**src/rtl/muldiv_hilo_ctrl.sv**
```systemverilog
// Multi-cycle MULT/MULTU/DIV/DIVU sequencer and owner of the HI/LO registers.
// Shift-add multiply and restoring divide on magnitudes, one bit per cycle,
// followed by a single sign-fix cycle that writes HI/LO and pulses done.
module muldiv_hilo_ctrl #(
   parameter int unsigned WIDTH = 32
) (
   input  logic             clk,
   input  logic             reset_n,
   input  logic             op_valid,
   input  logic [1:0]       op,
   input  logic             unsign,
   input  logic [WIDTH-1:0] reg_read_a,
   input  logic [WIDTH-1:0] reg_read_b,
   input  logic             hilo_read,
   output logic             busy,
   output logic             stall,
   output logic             done,
   output logic [WIDTH-1:0] hi,
   output logic [WIDTH-1:0] lo
);

   localparam int unsigned CW = (WIDTH > 1) ? $clog2(WIDTH) : 1;

   typedef enum logic [1:0] {S_IDLE, S_RUN, S_FIX} state_t;
   typedef enum logic [1:0] {OP_MULT, OP_DIV, OP_MTHI, OP_MTLO} op_t;

   state_t             state, state_next;
   logic [CW-1:0]      cnt;
   logic [2*WIDTH-1:0] acc;        // mult: {product_hi, multiplier}; div: {remainder, quotient}
   logic [WIDTH-1:0]   mag_a;      // multiplicand magnitude (mult), unused by div after load
   logic [WIDTH-1:0]   mag_b;      // divisor magnitude (div)
   logic [WIDTH-1:0]   raw_a;      // unmodified dividend for divide-by-zero
   logic               is_div;
   logic               neg_q;      // negate product / quotient
   logic               neg_r;      // negate remainder (dividend sign)
   logic               div_zero;

   logic               accept;
   logic               neg_a_in, neg_b_in;
   logic [WIDTH-1:0]   abs_a, abs_b;
   logic [WIDTH:0]     mul_sum;
   logic [2*WIDTH-1:0] mul_next;
   logic [WIDTH:0]     rem_sh;
   logic               div_ge;
   logic [WIDTH-1:0]   div_sub;
   logic [2*WIDTH-1:0] div_next;
   logic [2*WIDTH-1:0] prod_fix;
   logic [WIDTH-1:0]   quo_fix, rem_fix;

   // Operand magnitudes and one iteration of each algorithm
   always_comb begin
      accept   = op_valid & ~busy;
      neg_a_in = ~unsign & reg_read_a[WIDTH-1];
      neg_b_in = ~unsign & reg_read_b[WIDTH-1];
      abs_a    = neg_a_in ? -reg_read_a : reg_read_a;
      abs_b    = neg_b_in ? -reg_read_b : reg_read_b;
      mul_sum  = {1'b0, acc[2*WIDTH-1:WIDTH]} + {1'b0, (acc[0] ? mag_a : {WIDTH{1'b0}})};
      mul_next = {mul_sum, acc[WIDTH-1:1]};
      // Shifted remainder needs WIDTH+1 bits; the difference always fits WIDTH bits when taken.
      rem_sh   = acc[2*WIDTH-1:WIDTH-1];
      div_ge   = rem_sh >= {1'b0, mag_b};
      div_sub  = rem_sh[WIDTH-1:0] - mag_b;
      div_next = div_ge ? {div_sub, acc[WIDTH-2:0], 1'b1}
                        : {rem_sh[WIDTH-1:0], acc[WIDTH-2:0], 1'b0};
      prod_fix = neg_q ? -acc : acc;
      quo_fix  = neg_q ? -acc[WIDTH-1:0] : acc[WIDTH-1:0];
      rem_fix  = neg_r ? -acc[2*WIDTH-1:WIDTH] : acc[2*WIDTH-1:WIDTH];
   end

   // State register
   always_ff @(posedge clk or negedge reset_n) begin
      if (!reset_n) state <= S_IDLE;
      else          state <= state_next;
   end

   // Next-state logic
   always_comb begin
      state_next = state;
      case (state)
         S_IDLE: if (accept && !op[1]) state_next = S_RUN;
         S_RUN:  if (cnt == '0)        state_next = S_FIX;
         S_FIX:                        state_next = S_IDLE;
         default:                      state_next = S_IDLE;
      endcase
   end

   // Status outputs
   always_comb begin
      busy  = (state != S_IDLE);
      stall = busy & (op_valid | hilo_read);
   end

   // Datapath: operand latch, iteration, HI/LO writeback and done pulse
   always_ff @(posedge clk or negedge reset_n) begin
      if (!reset_n) begin
         cnt      <= '0;
         acc      <= '0;
         mag_a    <= '0;
         mag_b    <= '0;
         raw_a    <= '0;
         is_div   <= 1'b0;
         neg_q    <= 1'b0;
         neg_r    <= 1'b0;
         div_zero <= 1'b0;
         hi       <= '0;
         lo       <= '0;
         done     <= 1'b0;
      end else begin
         done <= (state == S_FIX);
         case (state)
            S_IDLE: begin
               if (accept) begin
                  case (op_t'(op))
                     OP_MTHI: hi <= reg_read_a;
                     OP_MTLO: lo <= reg_read_a;
                     default: begin
                        is_div   <= op[0];
                        mag_a    <= abs_a;
                        mag_b    <= abs_b;
                        raw_a    <= reg_read_a;
                        neg_q    <= neg_a_in ^ neg_b_in;
                        neg_r    <= neg_a_in;
                        div_zero <= (reg_read_b == '0);
                        acc      <= op[0] ? {{WIDTH{1'b0}}, abs_a} : {{WIDTH{1'b0}}, abs_b};
                        cnt      <= CW'(WIDTH - 1);
                     end
                  endcase
               end
            end
            S_RUN: begin
               acc <= is_div ? div_next : mul_next;
               cnt <= cnt - 1'b1;
            end
            S_FIX: begin
               if (!is_div) begin
                  hi <= prod_fix[2*WIDTH-1:WIDTH];
                  lo <= prod_fix[WIDTH-1:0];
               end else if (div_zero) begin
                  hi <= raw_a;
                  lo <= '1;
               end else begin
                  hi <= rem_fix;
                  lo <= quo_fix;
               end
            end
            default: ;
         endcase
      end
   end

endmodule
```
**config.mk**
```make
export PLATFORM = sky130hd
export DESIGN_NAME = muldiv_hilo_ctrl
export DESIGN_NICKNAME = d
export VERILOG_FILES = /design/src/rtl/muldiv_hilo_ctrl.sv
export SDC_FILE = /design/constraint.sdc
export NUM_CORES = 1
export LEC_CHECK = 0
export CAP_MARGIN = 30
export CORE_ASPECT_RATIO = 1.5
export CORE_MARGIN = 2
export CORE_UTILIZATION = 30
export DETAILED_ROUTE_END_ITERATION = 8
export MAX_ROUTING_LAYER = met4
export PLACE_DENSITY_LB_ADDON = 0.2
export SLEW_MARGIN = 20
export SYNTH_ARGS = -nofsm -noshare
export SYNTH_HDL_FRONTEND = slang
export SYNTH_SLANG_ARGS = --single-unit
```
**constraint.sdc**
```tcl
create_clock -name clk -period 4.8 [get_ports clk]
set_input_delay 0.96 -clock clk [delete_from_list [all_inputs] [get_ports clk]]
set_output_delay 0.96 -clock clk [all_outputs]
set_load 0.05 [all_outputs]
```
* After elaboration in Yosys (flattened, before gate mapping)
Cells that the tools add are included.
** Operators by class
- Reduce and logical (&&, ||, !) cells :: 14
- Equality and inequality tests :: 10
- Magnitude comparators :: 1
- Bitwise operators :: 9
- Add/subtract/negate cells :: 8
- Muxes and demuxes :: 28
** Operator list (count)
- 2-to-1 mux 32 bit :: 14
- 2-to-1 mux 64 bit :: 5
- negation 32 bit :: 4
- case mux 32 bit (2 select lines) :: 2
- case mux 64 bit (2 select lines) :: 1
- negation 64 bit :: 1
- adder 32 x 32 -> 33 bit :: 1
- >= comparator 33 x 32 -> 1 bit :: 1
- zero test 32 bit :: 1
- subtractor 32 bit :: 1
- != test 2 bit, second input constant :: 6
- AND reduction 3 bit :: 4
- 2-to-1 mux 5 bit :: 2
- case mux 5 bit (2 select lines) :: 1
- == test 2 bit, second input constant :: 3
- nonzero test 2 bit :: 3
- zero test 5 bit :: 1
- subtractor 5 x 1 -> 5 bit, second input constant :: 1
- bitwise AND 1 bit :: 4
- 2-to-1 mux 2 bit :: 2
- case mux 2 bit (2 select lines) :: 1
- inverter 1 bit :: 3
- == test 2 x 1 -> 1 bit, second input constant :: 1
- zero test 2 bit :: 1
- 6 further kinds :: 6
** Storage, ports and cells
- Output and inout port bits :: 67
- Bits of input ports :: 71
- Logic and storage cells :: 83
- Flip-flop bits (word level) :: 236

* Longest topological paths before layout
- Depth in word-level cells :: 7
- Depth in mapped cells :: 15

* Worst setup path before layout
No wires, ideal clock.
- Kind :: flip-flop to flip-flop
- Start :: register acc[0]
- End :: register acc[63]
- Data arrival time :: 3625 ps
- Path buffers :: 2
- Setup time :: 110 ps
- Path slack :: 1065 ps
- Cell stages (with the launch flop) :: 16
- Cell sequence :: dfrtp_1 > clkbuf_1 > clkbuf_1 > and2_1 > ha_1 > inv_1 > fa_1 > nor2b_1 > o2111ai_1 > a2111oi_0 > nor2_1 > a21oi_1 > a221oi_1 > o311a_1 > a21o_1 > o41ai_1
** Between the ends
- Cells in the longest elaborated chain, start to end :: 4
** Ends and longest elaborated chain
- start, declared :: RTL line 29 : logic [2*WIDTH-1:0] acc;
- start signal, assigned :: RTL line 124 : acc <= op[0] ? {{WIDTH{1'b0}}, abs_a} : {{WIDTH{1'b0}}, abs_b};
- start signal, assigned :: RTL line 131 : acc <= is_div ? div_next : mul_next;
- 2-to-1 mux 32 bit :: RTL line 57 : mul_sum = {1'b0, acc[2*WIDTH-1:WIDTH]} + {1'b0, (acc[0] ? mag_a : {WIDTH{1'b0}})};
- adder 32 x 32 -> 33 bit :: RTL line 57
- 2-to-1 mux 64 bit :: RTL line 131
- case mux 64 bit (2 select lines) :: RTL line 110 : case (state)
Every way passes these cells.
A chain may end at the register's enable or synchronous reset.

* Worst setup path in the final report
Same ends and word-level chain as after synthesis.

==> results.cfg <==
[logic_synthesis]
synth_ff_type = dfrtp_1
syn-num-nets = 2404
ys_top_cells_by_area = dfrtp_1 (33%), nand2_1 (7.6%), o21ai_0 (6.9%)
syn_avg_cell_area_um2 = 7.90
synth_edf_count = 0
synth_commonest_cells = nand2_1 (360), o21ai_0 (245), dfrtp_1 (235)
yosys_register_bits = 235
yosysWarnings = 0
synth_seq_area_share_pct = 32.9
synth_cell_type_count = 81
synthCells = 2261
syn_area_um2 = 17900
synth_top_area_share_pct = 32.9
yosysMostFrequentCell = nand2_1
synth_top_cell_by_area = dfrtp_1
postSynth.asyncResetShare_pct = 100

[placement]
dp_hpwl_um = 61400
postPlaceCellArea_um2 = 20400
io_buffers = 137
place_congestion = 0.959
pre_cts_slack_ns = 0.563

[timing]
worst_slack_ns = 0.636
rsz0062_at_grt = no
fin_crit_sh_pct = 86.8
maxSlewViolCount = 0
timing.final.hold_violations = 0
finalCriticalPeriod_ns = 4.16
max_freq_mhz = 240
fin_tns_setup_ns = 0
maxSlewHeadroom_pct = 34.3
fin_skew_ns = 0.0305
setup_viol = 0
worstMarginPinSlew_ns = 0.976

[clocking]
cts_inserted_buffers = 26
cts_buffer_depth = 3
clkTransAtPathRegs_ns = 0.06
clk_latency_ns = 0.58
cts_max_level = 1
hold_buffers = 0
cts_resized = 0
root_buffer = clkbuf_16
cts_sinks = 235
post-cts-setup-buffers = 0
cts_tree = built

[worst_setup_path]
cp.required_ns = 5.24
critPathArrivalTime_ns = 4.61
path_cells = and2_1 > ha_1 > inv_1 > fa_1 > nor2b_1 > o2111ai_1 > a2111oi_0 > buf_4 > nor2_1 > a21oi_1 > a221oi_1 > o311a_1 > a21o_1 > o41ai_1
max_stage_delay_ns = 0.58
crit_fanout = 13
crit_type = flip-flop to flip-flop
startpoint_type = flip-flop
endpoint_kind = flip-flop
cpMaxStageDelayCell = dfrtp_1

[pwr]
p_leak_nw = 8.90
p_comb_share_pct = 64.2
clkPwrFrac_pct = 12.3
power.internal_w = 0.00845
power_density_nw_per_um2 = 817
swShare_pct = 51.5
power.switching_w = 0.00896
p_seq_share_pct = 23.5
vdd_drop_max_mv = 0.445

[floorplanning]
fp.dieArea_um2 = 61600
die_y_um = 303
core_area_um2 = 58900
pin_count = 138
initial_core_util_pct = 30.3
die_w_um = 203
rows = 109

[cells_and_area]
nNetsFinal = 2501
multiInputGateArea_um2 = 11100
drive_gt1_share_pct = 7.32
syn_to_final_growth_pct = 19.3
register_area_um2 = 5880
finalInstanceArea_um2 = 21300
fillers = 6196

[routing]
antenna_left = 0
post_drt_via_cell_ratio = 5.71
drtIter0Drc = 1602
drc_errors = 0
drtPass1Iterations = 6
wl_um = 79900
vias = 18000
avgRoutedWirePerCell_um = 25.3

[flow_run]
drv_cap = 0

[grt]
grt_pass1_vias = 17800
grt_pass1_wl_um = 118000
track_usage_pct = 26.4
overflow = 0
antenna_found_initial = 1
grt_max_degree = 101

[outcome]
status = finished clean

[min_path]
min_path_type = primary input to asynchronous set/reset pin
-- path summary, 6_finish.rpt --
check                           slack, ns   endpoint      start  cells past startpoint
max in group asynchronous            3.38  mag_a[26]    reset_n                      2
worst max-delay path                 0.64    acc[63]     acc[0]                     14
worst max register to register       0.64    acc[63]     acc[0]                     14
worst min register to register       0.48  raw_a[24]  raw_a[24]                      2
worst min-delay path                 0.44     acc[5]    reset_n                      1
min in group clk                     0.48  raw_a[24]  raw_a[24]                      2
-- state kept, by name (all words and copies together) (netlist names) --
register	cells
acc	64
hi	32
lo	32
mag_a	32
mag_b	32
raw_a	31
cnt	5
state	2
div_zero	1
done	1
is_div	1
neg_q	1
neg_r	1
-- cell usage in the layout (no fill, tap or decap), types with 40 or more instances in the layout --
cell and n:
clkdlybuf4s50_1 136, mux2i_1 76, nand2_1 359, buf_4 87, dfrtp_1 234, and2_1 40
xnor2_1 112, nand3_1 43, nor3_1 48, a21oi_1 159, o21ai_0 245, inv_1 71
xor2_1 59, o22ai_1 52, ha_1 70, nor2_1 124
-- stage by stage --
step / util, % / power, W / cells / hold WS (ns)
after floorplan: - / 0.0113 / 2261 / 0.438
after global placement: 34.6 / 0.0151 / 3105 / 0.457
after detailed placement: 34.6 / 0.0151 / 3106 / 0.461
after CTS: 36.1 / 0.0174 / 3153 / 0.477
after global routing: 36.2 / 0.0186 / 3155 / 0.493
final: 36.2 / 0.0174 / 3155 / 0.437
-- worst max-delay path: cells and delay by family, from the launching register on --
family          cells  cell delay (ns)
simple gates        3             0.44
flops               1             0.58
fa+ha+maj           2             0.57
compound gates      7             2.17
buf+inv             2             0.26
-- cells by family after synthesis --
logic type      Yosys count  share of synthesized area (%)
simple gates            768                           20.0
compound gates          701                           24.2
buf+inv                 236                           5.03
flops                   235                           32.9
xor+xnor                171                           8.38
mux                      78                           4.38
fa+ha+maj                72                           5.12
-- power by group through the flow --
stage	registers [W]	clock network (W)	logic, W
floorplan	0.00448	0	0.00687
global placement	0.00410	0	0.0110
detailed placement	0.00411	0	0.0110
CTS	0.00409	0.00218	0.0111
global route	0.00421	0.00225	0.0122
finish	0.00410	0.00214	0.0112
-- final cells by class --
cell class / count / share of cell area [%]
Clock inverter: 12 / 0.663
Multi-Input combinational cell: 1790 / 52.1
Tap cell: 777 / 4.56
Clock buffer: 35 / 3.54
Sequential cell: 235 / 27.6
Timing Repair Buffer: 231 / 10.2
Inverter: 74 / 1.30
Antenna cell: 1 / 0.0117
-- metal layers --
metal	up-vias	track usage, %	wire length (µm)
li1	8281	-	-
met1	8832	31.0	31900
met2	715	43.8	38300
met3	186	2.46	4080
met4	0	15.7	5530
met5	-	-	0
Power figures use the tool's default switching activity.
